File: src/rtl/sc_types_pkg.sv
// ----------------------------------------------------------------------------
// sc_types_pkg
// Types shared by the charging controller and its safety monitor:
//   grid_state_t  - grid health classification
//   state_t       - charging FSM state (monitor only looks for ST_CHARGING)
//   fault_code_t  - 4-bit fault code reported on the fault path
//   mon_state_t   - safety monitor state
// prio_code() maps a set of simultaneous hazards to the single code reported.
// ----------------------------------------------------------------------------
package sc_types_pkg;

    typedef enum logic [1:0] {
        GRID_STABLE   = 2'd0,
        GRID_UNSTABLE = 2'd1,
        GRID_OUTAGE   = 2'd2
    } grid_state_t;

    typedef enum logic [2:0] {
        ST_IDLE        = 3'd0,
        ST_PRECHARGE   = 3'd1,
        ST_CHARGING    = 3'd2,
        ST_DISCHARGING = 3'd3,
        ST_FAULT       = 3'd4
    } state_t;

    typedef enum logic [3:0] {
        FC_NONE           = 4'h0,
        FC_GRID_OUTAGE    = 4'h1,
        FC_GRID_UNSTABLE  = 4'h2,
        FC_ML_PREDICT     = 4'h3,
        FC_CHARGE_NO_BATT = 4'h4,
        FC_LOCKOUT        = 4'hF
    } fault_code_t;

    typedef enum logic [1:0] {
        MON_OK      = 2'd0,
        MON_FAULT   = 2'd1,
        MON_HOLDOFF = 2'd2,
        MON_LOCKOUT = 2'd3
    } mon_state_t;

    // Priority: outage > missing battery > unstable grid > ML prediction.
    function automatic fault_code_t prio_code(input logic outage,
                                              input logic nobatt,
                                              input logic unstable,
                                              input logic ml);
        fault_code_t code;
        code = FC_NONE;
        if (outage)        code = FC_GRID_OUTAGE;
        else if (nobatt)   code = FC_CHARGE_NO_BATT;
        else if (unstable) code = FC_GRID_UNSTABLE;
        else if (ml)       code = FC_ML_PREDICT;
        return code;
    endfunction

endpackage

File: src/rtl/sc_debounce_cnt.sv
// ----------------------------------------------------------------------------
// sc_debounce_cnt
// Saturating consecutive-cycle counter for one hazard condition.
//   clk, rst_n - clock, asynchronous active-low reset
//   cond       - raw condition, sampled every cycle
//   flush      - zero the counter on the next edge
//   hit        - condition is high for the THRESH-th consecutive cycle
// ----------------------------------------------------------------------------
module sc_debounce_cnt
    import sc_types_pkg::*;
#(
    parameter int unsigned THRESH = 4
) (
    input  logic clk,
    input  logic rst_n,
    input  logic cond,
    input  logic flush,
    output logic hit
);

    localparam int unsigned W = (THRESH > 1) ? $clog2(THRESH) : 1;
    localparam logic [W-1:0] LAST = W'(THRESH - 1);

    logic [W-1:0] cnt_q, cnt_d;

    // The counter holds the number of previous consecutive high cycles, so
    // hit is asserted combinationally during the THRESH-th high cycle and
    // the monitor can register the fault on the edge that samples it.
    assign hit = cond && (cnt_q == LAST);

    always_comb begin
        cnt_d = cnt_q;
        if (flush || !cond) begin
            cnt_d = '0;
        end else if (cnt_q != LAST) begin
            cnt_d = cnt_q + 1'b1;
        end
    end

    always_ff @(posedge clk or negedge rst_n) begin
        if (!rst_n) begin
            cnt_q <= '0;
        end else begin
            cnt_q <= cnt_d;
        end
    end

endmodule

File: src/rtl/sc_safety_monitor.sv
// ----------------------------------------------------------------------------
// sc_safety_monitor
// Debounces grid/predictor/battery hazards, latches a prioritised fault code,
// releases it after an operator clear plus a quiet hold-off window, and locks
// out after MAX_TRIPS trips until reset.
//   clk, rst_n              - clock, asynchronous active-low reset
//   grid_state              - grid classification
//   current_state           - charging FSM state
//   ml_predict_instability  - predictor warning
//   charge_enable           - FSM charge command
//   battery_connected       - battery presence
//   fault_clear             - single-cycle operator clear request
//   fault_flag              - fault active (registered)
//   fault_code              - latched fault code (registered)
//   fault_clear_ack         - one-cycle pulse: clear accepted
//   trip_count              - trips since reset, saturating at MAX_TRIPS
// ----------------------------------------------------------------------------
module sc_safety_monitor
    import sc_types_pkg::*;
#(
    parameter int unsigned OUTAGE_CYCLES   = 4,
    parameter int unsigned UNSTABLE_CYCLES = 16,
    parameter int unsigned ML_CYCLES       = 8,
    parameter int unsigned BATT_CYCLES     = 2,
    parameter int unsigned HOLDOFF_CYCLES  = 32,
    parameter int unsigned MAX_TRIPS       = 3
) (
    input  logic                           clk,
    input  logic                           rst_n,
    input  grid_state_t                    grid_state,
    input  state_t                         current_state,
    input  logic                           ml_predict_instability,
    input  logic                           charge_enable,
    input  logic                           battery_connected,
    input  logic                           fault_clear,
    output logic                           fault_flag,
    output logic [3:0]                     fault_code,
    output logic                           fault_clear_ack,
    output logic [$clog2(MAX_TRIPS+1)-1:0] trip_count
);

    localparam int unsigned TW = $clog2(MAX_TRIPS + 1);
    localparam int unsigned HW = (HOLDOFF_CYCLES > 1) ? $clog2(HOLDOFF_CYCLES) : 1;
    localparam logic [TW-1:0] TRIP_MAX  = TW'(MAX_TRIPS);
    localparam logic [HW-1:0] HOLD_LAST = HW'(HOLDOFF_CYCLES - 1);

    mon_state_t    state_q, state_d;
    fault_code_t   code_q, code_d;
    logic          flag_q, flag_d;
    logic          ack_q, ack_d;
    logic [TW-1:0] trips_q, trips_d, trips_inc;
    logic [HW-1:0] hold_q, hold_d;
    logic          flush;

    logic outage_raw, unstable_raw, ml_raw, nobatt_raw, any_raw;
    logic outage_hit, unstable_hit, ml_hit, nobatt_hit, any_hit;

    assign outage_raw   = (grid_state == GRID_OUTAGE);
    assign unstable_raw = (grid_state == GRID_UNSTABLE);
    assign ml_raw       = ml_predict_instability && (current_state == ST_CHARGING);
    assign nobatt_raw   = charge_enable && !battery_connected;
    assign any_raw      = outage_raw || unstable_raw || ml_raw || nobatt_raw;

    sc_debounce_cnt #(.THRESH(OUTAGE_CYCLES)) u_db_outage (
        .clk(clk), .rst_n(rst_n), .cond(outage_raw), .flush(flush), .hit(outage_hit)
    );
    sc_debounce_cnt #(.THRESH(UNSTABLE_CYCLES)) u_db_unstable (
        .clk(clk), .rst_n(rst_n), .cond(unstable_raw), .flush(flush), .hit(unstable_hit)
    );
    sc_debounce_cnt #(.THRESH(ML_CYCLES)) u_db_ml (
        .clk(clk), .rst_n(rst_n), .cond(ml_raw), .flush(flush), .hit(ml_hit)
    );
    sc_debounce_cnt #(.THRESH(BATT_CYCLES)) u_db_nobatt (
        .clk(clk), .rst_n(rst_n), .cond(nobatt_raw), .flush(flush), .hit(nobatt_hit)
    );

    assign any_hit   = outage_hit || unstable_hit || ml_hit || nobatt_hit;
    assign trips_inc = (trips_q == TRIP_MAX) ? trips_q : trips_q + 1'b1;

    always_comb begin
        state_d = state_q;
        code_d  = code_q;
        trips_d = trips_q;
        hold_d  = hold_q;
        ack_d   = 1'b0;
        flush   = 1'b0;
        case (state_q)
            MON_OK: begin
                code_d = FC_NONE;
                if (any_hit) begin
                    trips_d = trips_inc;
                    if (trips_inc == TRIP_MAX) begin
                        state_d = MON_LOCKOUT;
                        code_d  = FC_LOCKOUT;
                    end else begin
                        state_d = MON_FAULT;
                        code_d  = prio_code(outage_hit, nobatt_hit, unstable_hit, ml_hit);
                    end
                end
            end
            MON_FAULT: begin
                if (fault_clear && !any_raw) begin
                    state_d = MON_HOLDOFF;
                    hold_d  = '0;
                    ack_d   = 1'b1;
                    flush   = 1'b1;
                end
            end
            MON_HOLDOFF: begin
                if (any_raw) begin
                    // Any raw hazard aborts the release without debouncing.
                    state_d = MON_FAULT;
                    code_d  = prio_code(outage_raw, nobatt_raw, unstable_raw, ml_raw);
                end else if (hold_q == HOLD_LAST) begin
                    state_d = MON_OK;
                    code_d  = FC_NONE;
                    hold_d  = '0;
                    flush   = 1'b1;
                end else begin
                    hold_d = hold_q + 1'b1;
                end
            end
            MON_LOCKOUT: begin
                code_d = FC_LOCKOUT;
            end
            default: begin
                state_d = MON_OK;
                code_d  = FC_NONE;
            end
        endcase
        flag_d = (state_d != MON_OK);
    end

    always_ff @(posedge clk or negedge rst_n) begin
        if (!rst_n) begin
            state_q <= MON_OK;
            code_q  <= FC_NONE;
            flag_q  <= 1'b0;
            ack_q   <= 1'b0;
            trips_q <= '0;
            hold_q  <= '0;
        end else begin
            state_q <= state_d;
            code_q  <= code_d;
            flag_q  <= flag_d;
            ack_q   <= ack_d;
            trips_q <= trips_d;
            hold_q  <= hold_d;
        end
    end

    assign fault_flag      = flag_q;
    assign fault_code      = code_q;
    assign fault_clear_ack = ack_q;
    assign trip_count      = trips_q;

endmodule

File: config.mk
export PLATFORM = sky130hd
export DESIGN_NAME = sc_safety_monitor
export DESIGN_NICKNAME = d
export VERILOG_FILES = /design/src/rtl/sc_types_pkg.sv /design/src/rtl/sc_debounce_cnt.sv /design/src/rtl/sc_safety_monitor.sv
export SDC_FILE = /design/constraint.sdc
export NUM_CORES = 1
export LEC_CHECK = 0
export CAP_MARGIN = 20
export CORE_ASPECT_RATIO = 0.6
export CORE_MARGIN = 3
export CORE_UTILIZATION = 25
export CTS_BUF_LIST = sky130_fd_sc_hd__clkbuf_8
export CTS_CLUSTER_SIZE = 16
export DETAILED_ROUTE_END_ITERATION = 12
export PLACE_DENSITY = 0.48
export REMOVE_ABC_BUFFERS = 1
export SETUP_SLACK_MARGIN = 0.5
export SYNTH_ARGS = -nofsm -noshare
export SYNTH_HDL_FRONTEND = slang
export SYNTH_SLANG_ARGS = --single-unit
File: constraint.sdc
create_clock -name clk -period 1.89 [get_ports clk]
set_input_delay 0.378 -clock clk [delete_from_list [all_inputs] [get_ports clk]]
set_output_delay 0.378 -clock clk [all_outputs]
set_load 0.05 [all_outputs]
==> flow_summary.yaml, run 1 <==
outcome:
  status: "finished, final reports clean"
sta:
  max_freq_ghz: 0.596
  finalSetupViolCount: 0
  slew_headroom: 0.777
  period_share: 0.888
  hold_viol: 0
  worst_slew_pin_slew_ns: 0.335
  post-route-min-period_ns: 1.68
  final_max_slew_viol_count: 0
  fin_worst_skew_ns: 0.00690
  finalHoldWorstSlack_ns: 0.462
  grt_setup_unrepaired: "yes"
global_route:
  grt_overflow: 0
  antenna_found_initial: 0
  grt_pass1_vias: 1367
  grt_pass1_wl_mm: 6.70
  grtUsageTotal: 0.123
  grt_max_degree: 26
setup_path:
  critPathMaxFanout: 5
  critPathArrivalTime_ns: 1.83
  cp-start-kind: "flop"
  required_ns: 2.04
  critPathKind: "reg -> reg"
  max_stage_delay_ns: 0.43
  cp-end-kind: "flop"
  cpMaxStageDelayCell: "dfrtp_1"
  path_cells: "ha_4 -> nand4_1 -> o2111a_2 -> nor3_1 -> a311oi_1 -> a21oi_1"
pwr:
  sw_frac_of_total: 0.432
  powerDensity_nw_per_um2: 1060
  p_comb_frac: 0.555
  p_seq_frac: 0.312
  power.internal_mw: 1.38
  leakagePower_nw: 0.975
  peakVddDrop_v: 0.000524
  pwr-share-clk: 0.133
  p_switching_mw: 1.05
placement:
  dp_hpwl_mm: 2.80
  port_buffers: 18
  routabilityCongestion: 0.771
  placed_area_um2: 1830
yosys:
  yosysWarningCount: 0
  synthCells: 152
  syn_avg_cell_area_um2: 9.52
  synth_edf_count: 0
  ys_types: 39
  synthFlopType: "dfrtp_1"
  ys_ff_latch: 25
  async_flop_share: 1.00
  syn-cell-area_um2: 1450
  ys_seq_area_frac: 0.432
floorplan:
  initial_core_util: 0.272
  num_rows: 20
  die_x_um: 104
  chipHeight_um: 64.9
  io_pins: 19
  placeableCoreArea_um2: 5330
  dieArea_um2: 6770
cts:
  cts_buffers: 3
  clk_latency_ns: 0.27
  cts-root-buf: "clkbuf_8"
  cts_tree: "yes"
  h-tree-depth: 1
  clock_sinks: 25
  clkSlewWorstSetupHoldPaths_ns: 0.09
  clk_path_buf_depth: 2
min_path:
  hold_path.class: "in -> async"
route:
  totalWireLength_mm: 3.97
  route.detailed.drc: 0
  drtIter0Drc: 27
  vias: 1303
  ant_nets: 0
  firstDrtPassIters: 4
  viasPerCell: 4.60
  wl_per_cell_um: 14.0
layout:
  final_nets: 231
  diodes: 0
  area.growth.synth_to_final_pct: 59.0
  drive_gt1_frac: 0.476
  fin_area_um2: 2300
job:
  maxCapViolCount: 0
## final cells by class
cell class,instances,area (µm²)
Clock buffer,3,41.3
Clock inverter,1,5.00
Fill cell,513,3030
Inverter,10,42.5
Multi-Input combinational cell,114,1040
Sequential cell,25,628
Tap cell,77,96.3
Timing Repair Buffer,53,453
## stage by stage
step	total power, mW	util	std cells	worst slack (ns)	setup TNS (ns)
2_1_floorplan	1.37	-	149	0.142	0
3_3_place_gp	1.73	0.343	263	-0.238	-2.11
3_5_place_dp	1.75	0.343	263	-0.229	-2.48
4_1_cts	2.32	0.404	279	0.249	0
5_1_grt	2.60	0.432	283	0.135	0
6_report	2.44	0.432	283	0.211	0
## per-layer routing
metal	part of all wire	vias up	GRT usage
met2	0.44	17	0.188
li1	-	657	-
met4	0.0020	0	0.0116
met5	0	-	0
met3	0.034	2	0.0338
met1	0.52	627	0.178
## layout by cell type, fill, tap and decap left out, types with 3 or more instances in the layout
cell type,synthesis,final
buf_4,0,32
o21ai_1,2,4
o21ai_2,0,3
nor3_2,0,4
inv_1,10,6
mux2i_1,4,4
nand2b_1,4,3
nand4_1,3,3
a31oi_1,4,4
ha_4,0,7
clkdlybuf4s50_1,0,3
a21oi_1,7,6
nand2_2,0,6
clkbuf_8,0,3
nand3_1,5,4
dfrtp_1,25,23
buf_6,1,10
ha_2,0,4
nor2_1,17,13
nand2_1,16,10
dlygate4sd2_1,0,6
## worst paths after layout
path / startpoint / end / slack, ns / depth (start not counted)
hold / removal: rst_n / trip_count[1]$_DFFE_PN0P_ / 0.46 / 2
hold reg to reg: fault_code[2]$_DFFE_PN0P_ / fault_code[2]$_DFFE_PN0P_ / 0.50 / 1
min in group clk: fault_code[2]$_DFFE_PN0P_ / fault_code[2]$_DFFE_PN0P_ / 0.50 / 1
setup reg to reg: u_db_unstable.cnt_q[1]$_DFFE_PN0P_ / fault_code[0]$_DFFE_PN0P_ / 0.21 / 6
setup / recovery: u_db_unstable.cnt_q[1]$_DFFE_PN0P_ / fault_code[0]$_DFFE_PN0P_ / 0.21 / 6
max in group asynchronous: rst_n / state_q[1]$_DFF_PN0_ / 1.16 / 2
## what timing repair did
item	in CTS	in global routing
setup buffers	12	4
pin swaps	23	15
gates resized for setup	55	35
hold buffers	0	0
endpoints found under the setup margin	23	22
## logic make-up (layout without fill, tap and decap cells)
| group | count (synthesis) | after routing | share of synthesized area |
|---|---|---|---|
| buffers and inverters | 13 | 67 | 0.0398 |
| adders and majority gates | 13 | 13 | 0.112 |
| and+or+nand+nor | 59 | 59 | 0.197 |
| muxes | 5 | 5 | 0.0354 |
| AOI/OAI and AO/OA | 34 | 34 | 0.165 |
| xor gates and xnor gates | 3 | 3 | 0.0182 |
| DFF | 25 | 25 | 0.432 |
## state kept, by name (all words and copies together), names as in the netlist
signal / count
u_db_ml.cnt_q: 3
fault_code: 4
fault_clear_ack: 1
trip_count: 2
u_db_outage.cnt_q: 2
hold_q: 5
u_db_unstable.cnt_q: 4
fault_flag: 1
u_db_nobatt.cnt_q: 1
state_q: 2
## Yosys cell counts, types with 3 or more instances
master | instances | area, µm²
nand2b_1 | 4 | 25.0
ha_1 | 13 | 163
nand3_1 | 5 | 25.0
nand4_1 | 3 | 18.8
nor3_1 | 6 | 30.0
a21oi_1 | 7 | 35.0
a31oi_1 | 4 | 25.0
dfrtp_1 | 25 | 626
nand2_1 | 16 | 60.1
inv_1 | 10 | 37.5
o21ai_0 | 6 | 30.0
mux2i_1 | 4 | 40.0
nor2_1 | 17 | 63.8
## power by group through the flow
stage	sequential, mW	combinational, mW	clock, mW
floorplan	0.978	0.395	0
global placement	0.740	0.991	0
detailed placement	0.741	1.01	0
CTS	0.741	1.23	0.345
global route	0.781	1.45	0.365
finish	0.761	1.35	0.323
## critical path, delay by kind of cell, from the launching register on
kind	cells	cell delay, ns
adder cells (fa/ha/maj)	1	0.19
flip-flops	1	0.43
AND/OR/NAND/NOR	2	0.24
AO/OA/AOI/OAI	3	0.70
Note: power is estimated with default switching activity, not from simulation.
==> run 2, diff against run 1 <==
- CTS_CLUSTER_SIZE: 16 -> not set
- PLACE_DENSITY: 0.48 -> not set
- PLACE_DENSITY_LB_ADDON: not set -> 0.12
- SLEW_MARGIN: not set -> 0
==> run 2 against run 1 <==
Net effect: combinational power about the same; via count grew 6.1%; worst hold slack worse by 0.0067 ns; total power fell by 1.1%.
==> flow_summary.yaml, run 2 (synthesis results as in run 1) <==
route:
  wl_met1_mm: 1.98
  ant_nets: 0
  top_layer: "met4"
  vias: 1383
  route.detailed.drc: 0
  drtIter0Drc: 67
  wl_met3_um: 157
  viasPerCell: 4.79
  wl_per_cell_um: 14.2
  met2_wirelength_mm: 1.92
  totalWireLength_mm: 4.10
  firstDrtPassIters: 4
setup_path:
  cp-start-kind: "flop"
  cp_num_buf_inv: 1
  rrSetupSlack_ns: 0.23
  max_stage_delay_ns: 0.40
  critPathArrivalTime_ns: 1.82
  cpLargestDelayFamily: "compound AO/OA/AOI/OAI gates"
  cp-end-kind: "flop"
  critPathKind: "reg -> reg"
  required_ns: 2.05
  cpMaxStageDelayCell: "dfrtp_1"
  critPathMaxFanout: 5
  path_cells: "ha_2 -> ha_4 -> inv_2 -> o2111a_2 -> nor3_1 -> a311oi_1 -> a21oi_1"
floorplan:
  num_rows: 20
  io_pins: 19
  die_x_um: 104
  placeableCoreArea_um2: 5330
  chipHeight_um: 64.9
  initial_core_util: 0.272
  dieArea_um2: 6770
pwr:
  powerDensity_nw_per_um2: 1070
  peakVddDrop_v: 0.000602
  leakagePower_nw: 0.995
  power.total_mw: 2.41
cts:
  clk_path_buf_depth: 2
  cts-root-buf: "clkbuf_8"
  clkSlewWorstSetupHoldPaths_ns: 0.10
  clock_sinks: 25
  cts_buffers: 3
  clk_latency_ns: 0.28
  cts_tree: "yes"
  h-tree-depth: 1
layout:
  layout_common_cells: "buf_4, dfrtp_1, nor2_1"
  area.growth.synth_to_final_pct: 55.5
  final_nets: 237
  drive_gt1_frac: 0.429
  fin_area_um2: 2250
  multi_input_area_um2: 950
  instances_no_fill: 289
  top_register: "hold_q"
  diodes: 0
  final-seq-area_um2: 629
  final_core_util: 0.422
  final_common_cell: "buf_4"
  largest_register_ffs: 5
  num-fill-cells: 534
placement:
  routabilityCongestion: 0.809
  placed_area_um2: 1830
  place_inst: 263
  port_buffers: 18
  dp_hpwl_mm: 2.76
sta:
  finalSetupViolCount: 0
  hold_viol: 0
  post-route-min-period_ns: 1.66
  final_max_slew_viol_count: 0
  finalSetupTns_ns: 0
  period_share: 0.876
  max_freq_ghz: 0.604
  grt_setup_unrepaired: "yes"
  fin_worst_skew_ns: 0.00882
  slew_headroom: 0.759
  worst_slew_pin_slew_ns: 0.361
global_route:
  grt_max_degree: 26
  antenna_found_initial: 0
  grt_pass1_wl_mm: 6.82
  grtUsageTotal: 0.125
  grt_pass1_vias: 1428
  grt_overflow: 0
outcome:
  status: "finished, final reports clean"
job:
  maxCapViolCount: 0
min_path:
  hold_path.class: "in -> async"
run 2: changes by cell type in the layout (fill, tap and decap cells not counted), sizes merged:
cell,before,now
buf,43,49
clkdlybuf4s50,3,4
dlymetal6s2s,1,0
run 2: final cells by class:
cell class              count  area share
clock inverters             1     0.00222
flip-flops and latches     25       0.280
clock buffers               3      0.0183
multi-input cells         114       0.422
well taps                  77      0.0428
repair buffers             59       0.218
inverters                  10      0.0167
run 2: repair_timing:
action / in CTS / in global routing
buffers inserted: 17 / 5
gates resized for setup: 53 / 15
pin swaps: 22 / 10
hold buffers: 0 / 0
setup endpoints to repair: 23 / 22
gates cloned: 0 / 0
run 2: power by group:
part	total (mW)	leakage (nW)	switching [mW]	internal, mW
clock	0.336	0.0255	0.188	0.148
combinational	1.33	0.644	0.732	0.595
sequential	0.746	0.326	0.0967	0.649
total	2.41	0.995	1.02	1.39
run 2: stage by stage:
| stage | setup slack (ns) | hold WS (ns) |
|---|---|---|
| 3_5_place_dp | -0.294 | 0.488 |
| 4_1_cts | 0.211 | 0.473 |
| 6_report | 0.234 | 0.455 |
| 5_1_grt | 0.122 | 0.484 |
| 3_3_place_gp | -0.234 | 0.473 |
| 2_1_floorplan | 0.142 | 0.0824 |
run 2: path summary, 6_finish.rpt:
check	startpoint	endpoint	depth (start not counted)
max	u_db_ml.cnt_q[1]$_DFFE_PN0P_	fault_code[0]$_DFFE_PN0P_	7
min	rst_n	u_db_outage.cnt_q[1]$_DFFE_PN0P_	2
max reg2reg	u_db_ml.cnt_q[1]$_DFFE_PN0P_	fault_code[0]$_DFFE_PN0P_	7
min reg2reg	fault_code[2]$_DFFE_PN0P_	fault_code[2]$_DFFE_PN0P_	1
max in group asynchronous	rst_n	state_q[0]$_DFF_PN0_	2
min in group clk	fault_code[2]$_DFFE_PN0P_	fault_code[2]$_DFFE_PN0P_	1
run 2: routing by layer:
metal | global-route usage | up-vias
met2 | 0.219 | 28
met5 | 0 | -
li1 | - | 666
met1 | 0.157 | 685
met3 | 0.0328 | 4
met4 | 0.0216 | 0
